**src/rtl/taxi_trip_ctrl.sv**
```systemverilog
// taxi_trip_ctrl -- trip-level controller for the taxi meter.
//
// Turns the start / pause / stop push-buttons into the 2-bit trip state that
// drives the distance counter and fare logic, times passenger waiting in BCD
// mm:ss, counts completed trips and flags each trip completion.
//
// Ports:
//   clk        in   1   system clock (100 Hz nominal)
//   rst_n      in   1   asynchronous active-low reset
//   btn_start  in   1   raw start button level, asynchronous to clk
//   btn_pause  in   1   raw pause button level, asynchronous to clk
//   btn_stop   in   1   raw stop button level, asynchronous to clk
//   state      out  2   trip state: IDLE=00, MOVE=01, WAIT=11 (FSM state register)
//   wait_time  out  16  wait time this trip, BCD {tens-min, min, tens-sec, sec}
//   trip_count out  8   completed trips, binary, wraps 255 -> 0
//   trip_end   out  1   completion strobe
//
// Output strobe: trip_end is a valid-only strobe (there is no ready). It is
// high for exactly one cycle on each MOVE/WAIT -> IDLE transition; trip_count
// and wait_time are stable and describe the finished trip during that cycle.
module taxi_trip_ctrl #(
    parameter int TICKS_PER_SEC  = 100,
    parameter int WAIT_TIMEOUT_S = 600
) (
    input  logic        clk,
    input  logic        rst_n,
    input  logic        btn_start,
    input  logic        btn_pause,
    input  logic        btn_stop,
    output logic [1:0]  state,
    output logic [15:0] wait_time,
    output logic [7:0]  trip_count,
    output logic        trip_end
);

    localparam int PW = (TICKS_PER_SEC > 1) ? $clog2(TICKS_PER_SEC) : 1;
    // Seconds-in-episode counter: at least 13 bits, wide enough for the timeout.
    localparam int SW = ($clog2(WAIT_TIMEOUT_S + 1) > 13) ? $clog2(WAIT_TIMEOUT_S + 1) : 13;
    localparam logic [PW-1:0] PRE_LAST = PW'(TICKS_PER_SEC - 1);
    localparam logic [SW-1:0] SEC_MAX  = '1;
    localparam logic [SW-1:0] TIMEOUT  = SW'(WAIT_TIMEOUT_S);

    typedef enum logic [1:0] {
        ST_IDLE = 2'b00,
        ST_MOVE = 2'b01,
        ST_WAIT = 2'b11
    } state_t;

    // ---------------- button synchronisers and rising-edge detect ----------
    // Bit order everywhere: {stop, pause, start}.
    logic [2:0] btn_raw;
    logic [2:0] btn_s1, btn_s2, btn_p;
    logic [2:0] btn_ev;

    assign btn_raw = {btn_stop, btn_pause, btn_start};

    always_ff @(posedge clk or negedge rst_n) begin
        if (!rst_n) begin
            btn_s1 <= '0;
            btn_s2 <= '0;
            btn_p  <= '0;
        end else begin
            btn_s1 <= btn_raw;
            btn_s2 <= btn_s1;
            btn_p  <= btn_s2;
        end
    end

    // One event per press, however long the button is held.
    assign btn_ev = btn_s2 & ~btn_p;

    // ---------------- trip FSM ---------------------------------------------
    state_t          state_q, state_d;
    logic [PW-1:0]   prescaler;
    logic [SW-1:0]   sec_cnt;
    logic            clr_all;     // IDLE -> MOVE: new trip, clear the wait timer
    logic            clr_ep;      // MOVE -> WAIT: new waiting episode
    logic            end_trip;    // MOVE/WAIT -> IDLE
    logic            timeout_hit;
    logic            tick;

    assign timeout_hit = (WAIT_TIMEOUT_S != 0) && (sec_cnt == TIMEOUT);
    assign tick        = (state_q == ST_WAIT) && (prescaler == PRE_LAST);

    always_ff @(posedge clk or negedge rst_n) begin
        if (!rst_n) begin
            state_q <= ST_IDLE;
        end else begin
            state_q <= state_d;
        end
    end

    // Priority is stop > start > pause; events meaningless in a state are ignored.
    always_comb begin
        state_d  = state_q;
        clr_all  = 1'b0;
        clr_ep   = 1'b0;
        end_trip = 1'b0;
        case (state_q)
            ST_IDLE: begin
                if (btn_ev[0]) begin
                    state_d = ST_MOVE;
                    clr_all = 1'b1;
                end
            end
            ST_MOVE: begin
                if (btn_ev[2]) begin
                    state_d  = ST_IDLE;
                    end_trip = 1'b1;
                end else if (btn_ev[1]) begin
                    state_d = ST_WAIT;
                    clr_ep  = 1'b1;
                end
            end
            ST_WAIT: begin
                // A timeout is handled exactly like a stop press.
                if (btn_ev[2] || timeout_hit) begin
                    state_d  = ST_IDLE;
                    end_trip = 1'b1;
                end else if (btn_ev[0] || btn_ev[1]) begin
                    state_d = ST_MOVE;
                end
            end
            default: begin
                // Illegal encoding 2'b10: recover silently, no trip_end.
                state_d = ST_IDLE;
            end
        endcase
    end

    assign state = state_q;

    // ---------------- wait timer -------------------------------------------
    // One-second BCD increment with carry sec -> tens-sec (0..5) -> min ->
    // tens-min, saturating at 99:59.
    function automatic logic [15:0] bcd_inc(input logic [15:0] v);
        logic [15:0] r;
        r = v;
        if (v == 16'h9959) begin
            r = v;
        end else if (v[3:0] != 4'd9) begin
            r[3:0] = v[3:0] + 4'd1;
        end else begin
            r[3:0] = 4'd0;
            if (v[7:4] != 4'd5) begin
                r[7:4] = v[7:4] + 4'd1;
            end else begin
                r[7:4] = 4'd0;
                if (v[11:8] != 4'd9) begin
                    r[11:8] = v[11:8] + 4'd1;
                end else begin
                    r[11:8]  = 4'd0;
                    r[15:12] = v[15:12] + 4'd1;
                end
            end
        end
        return r;
    endfunction

    // The prescaler only runs in WAIT and holds in MOVE, so a fractional
    // second carries across pause/resume within one trip. Values are kept on
    // entry to IDLE so the fare display can still read the last trip.
    always_ff @(posedge clk or negedge rst_n) begin
        if (!rst_n) begin
            prescaler <= '0;
            sec_cnt   <= '0;
            wait_time <= '0;
        end else if (clr_all) begin
            prescaler <= '0;
            sec_cnt   <= '0;
            wait_time <= '0;
        end else begin
            if (state_q == ST_WAIT) begin
                prescaler <= tick ? '0 : prescaler + PW'(1);
            end
            if (clr_ep) begin
                sec_cnt <= '0;
            end else if (tick && (sec_cnt != SEC_MAX)) begin
                sec_cnt <= sec_cnt + SW'(1);
            end
            if (tick) begin
                wait_time <= bcd_inc(wait_time);
            end
        end
    end

    // ---------------- trip completion --------------------------------------
    always_ff @(posedge clk or negedge rst_n) begin
        if (!rst_n) begin
            trip_end   <= 1'b0;
            trip_count <= '0;
        end else begin
            trip_end <= end_trip;
            if (end_trip) begin
                trip_count <= trip_count + 8'd1;
            end
        end
    end

endmodule

```
**config.mk**
```make
export PLATFORM = sky130hd
export DESIGN_NAME = taxi_trip_ctrl
export DESIGN_NICKNAME = d
export VERILOG_FILES = /design/src/rtl/taxi_trip_ctrl.sv
export SDC_FILE = /design/constraint.sdc
export NUM_CORES = 1
export LEC_CHECK = 0
export BUFFER_PORTS_ARGS = -buffer_cell sky130_fd_sc_hd__buf_2
export CORE_MARGIN = 2
export CORE_UTILIZATION = 38
export CTS_CLUSTER_DIAMETER = 150
export DETAILED_ROUTE_END_ITERATION = 8
export PLACE_DENSITY = 0.67
export SYNTH_ARGS = -nofsm -noshare
export SYNTH_HDL_FRONTEND = slang
export SYNTH_SLANG_ARGS = --single-unit
```
**constraint.sdc**
```tcl
create_clock -name clk -period 2.2 [get_ports clk]
set_input_delay 0.44 -clock clk [delete_from_list [all_inputs] [get_ports clk]]
set_output_delay 0.44 -clock clk [all_outputs]
set_load 0.01 [all_outputs]
```
==> results.sh <==
export IMPL_outcome="finished clean"
export IMPL_finalCritPeriodShare_pct=94.75
export IMPL_syn_area_um2=3010
export IMPL_syn2layout_area_growth_pct=13.05
export IMPL_finalCriticalPeriod_ps=2085
export IMPL_slew_limit_headroom_pct=67.27
export IMPL_cts_buffer_depth=2
export IMPL_powerDensity_nw_per_um2=657.3
export IMPL_post_dp_cell_area_um2=3289
export IMPL_avgRoutedWirePerCell_um=14.50
export IMPL_die_h_um=93.01
export IMPL_crit_required_ps=2430
export IMPL_fmax_mhz=479.7
export IMPL_syn_nets=322
export IMPL_start_util_pct=39.16
export IMPL_cts_buffers_inserted=5
export IMPL_grt_util_all_layers_pct=15.47
export IMPL_clkLatencyLatePin_ps=300
export IMPL_core_area_um2=7687
export IMPL_finalWeightedCongestion=0.8230
export IMPL_synth_edf_count=0
export IMPL_grt_overflow=0
export IMPL_grt_pass1_vias=2261
export IMPL_end_kind="flip-flop"
export IMPL_fp_row_count=32
export IMPL_nets=354
export IMPL_cts_setup_buffers=0
export IMPL_routed_wl_um=6381
export IMPL_power_switching_uw=632.2
export IMPL_crit_type="reg -> reg"
export IMPL_drc=0
export IMPL_yosysSeqAreaShare_pct=46.55
export IMPL_stdcell_area_um2=3403
export IMPL_via_per_inst=5.659
export IMPL_grt_pass1_wl_um=10880
export IMPL_crit_fanout=13
export IMPL_cp_start_kind="flip-flop"
export IMPL_drtPass1Iterations=4
export IMPL_place_hpwl_um=4499
export IMPL_power_leakage_uw=0.001456
export IMPL_ys_seq_elements=56
export IMPL_clock_power_share_pct=29.9
export IMPL_swShare_pct=28.26
export IMPL_setup_violations_final=0
export IMPL_root_buffer="clkbuf_8"
export IMPL_grt_max_degree=38
export IMPL_cts_tree="yes"
export IMPL_finalHoldViolCount=0
export IMPL_boundaryPins=32
export IMPL_via_count=2490
export IMPL_synth_avg_cell_area_um2=9.870
export IMPL_mostFrequentLayoutCells="dfrtp_1 (56), buf_2 (31), nand2_1 (26), a21oi_1 (25), nand3_1 (20)"
export IMPL_total_power_uw=2237
export IMPL_finalNonFillerCells=440
export IMPL_maxCapViolCount=0
export IMPL_max_vdd_ir_drop_mv=0.4188
export IMPL_hp_class="in -> async"
export IMPL_htreeDepth=2
export IMPL_numPortBuffers=31
export IMPL_antenna_found_initial=0
export IMPL_cts_clk_slew_worst_paths_ps=100
export IMPL_cts_sinks=56
export IMPL_pwr_share_seq_pct=54.5
export IMPL_syn_inst=305
export IMPL_p_int_uw=1605
export IMPL_maxSlewViolCount=0
export IMPL_drtIter0Drc=181
export IMPL_diodes=0
export IMPL_p_comb_share_pct=15.6
export IMPL_synth_cell_types=54
export IMPL_worstMarginPinSlew_ps=491.0
export IMPL_die_w_um=93.01
export IMPL_grt_setup_unrepaired="yes"
export IMPL_skew_ps=4.149
export IMPL_drive_above_1_share_pct=17.46
export IMPL_die_area_um2=8650
export IMPL_async_reset_ff_share_pct=100.0
export IMPL_dp_cells=432
export IMPL_layout_commonest_cell="dfrtp_1"
export IMPL_synthFlopType="dfrtp_1"
export IMPL_yosys_warnings=0
export IMPL_worstPathArrival_ps=2320
export IMPL_antenna_left=0
==> worst paths after layout <==
check | start | end | slack [ps] | depth (start not counted)
worst min register to register | btn_s1[1] | btn_s2[1] | 360 | 0
worst min-delay path | rst_n | wait_time[12] | 80 | 1
min in group clk | btn_start | btn_s1[0] | 230 | 1
worst max register to register | prescaler[0] | wait_time[15] | 120 | 5
max in group asynchronous | rst_n | btn_s2[2] | 1550 | 2
worst max-delay path | prescaler[0] | wait_time[15] | 120 | 5
==> timing repair <==
item,in CTS,in global routing
hold buffers,0,0
endpoints found under the setup margin,0,4
resized for setup,0,1
==> state kept, by name, indices dropped and copies added (netlist names) <==
signal / flops
state: 2
btn_s2: 3
sec_cnt: 13
prescaler: 7
trip_end: 1
btn_s1: 3
wait_time: 16
btn_p: 3
trip_count: 8
==> per-layer routing <==
layer	vias to the layer above	wire (um)	global-route usage, %
li1	1217	-	-
met4	0	42	2.941
met2	57	2953	24.76
met1	1211	3134	22.31
met3	5	250	2.659
met5	-	0	0
==> metrics by stage <==
| stage | util [%] | hold WS, ps | setup slack [ps] | TNS [ps] |
|---|---|---|---|---|
| after floorplan | - | 144.4 | 424.1 | 0 |
| after global placement | 42.79 | 336.6 | 208.6 | 0 |
| after detailed placement | 42.79 | 336.2 | 160.5 | 0 |
| after CTS | 44.19 | 101.4 | 123.3 | 0 |
| after global routing | 44.27 | 119.4 | -25.77 | -45.34 |
| final | 44.27 | 82.99 | 115.4 | 0 |
==> critical path, stage by stage (launching register included) <==
cell and delay [ps]:
dfrtp_1 390, ha_1 250, and4b_1 290, nand3_1 330, or4_1 590, a21oi_1 160
==> cells in the mapped netlist (2+ instances only) <==
cell / number / area [um2]
buf_4: 2 / 15.01
o31ai_1: 9 / 67.56
nand2_1: 26 / 97.59
nand3_1: 20 / 100.1
nor2_1: 7 / 26.28
o22ai_1: 5 / 31.28
nor3_1: 8 / 40.04
inv_1: 15 / 56.30
or2_2: 2 / 12.51
and3b_1: 3 / 26.28
nor4_1: 4 / 25.02
mux2i_1: 3 / 30.03
or4_1: 12 / 90.09
xor2_1: 6 / 52.55
nand3b_1: 4 / 30.03
dfrtp_1: 56 / 1401
a21oi_1: 25 / 125.1
o21ai_0: 14 / 70.07
a31oi_1: 5 / 31.28
nand2b_1: 3 / 18.77
or3_1: 4 / 25.02
ha_1: 12 / 150.1
o32ai_1: 3 / 26.28
nand4_1: 8 / 50.05
o21a_1: 2 / 15.01
clkbuf_1: 6 / 22.52
a211oi_1: 5 / 37.54
and2_1: 2 / 12.51
o211ai_1: 2 / 15.01
buf_2: 4 / 20.02
and4_1: 3 / 26.28
and4bb_2: 3 / 37.54
==> power groups by stage <==
stage	combinational, uW	clock (uW)	sequential (uW)
final	349	668	1220
after global routing	394	725	1240
after CTS	353	688	1220
after detailed placement	352	0	1240
after global placement	349	0	1230
after floorplan	203	0	1250
==> final cells by class <==
class	count	area, um2
clock buffers	6	72.57
clock inverters	2	35.03
fillers	765	4284
inverters	15	56.30
multi-input cells	221	1490
flip-flops and latches	56	1401
well taps	102	127.6
repair buffers	38	220.2
==> cells by family (layout without fill, tap and decap cells) <==
kind of cell	count (synthesis)	count (layout)	share of synthesized area (%)
multiplexers	4	4	1.372
XOR/XNOR	7	7	2.037
AND/OR/NAND/NOR	121	121	24.61
adder cells (fa/ha/maj)	12	12	4.987
flip-flops	56	56	46.55
AO/OA/AOI/OAI	77	77	16.29
buffers and inverters	28	61	4.156
No activity file was read; power rests on OpenSTA's default activity.
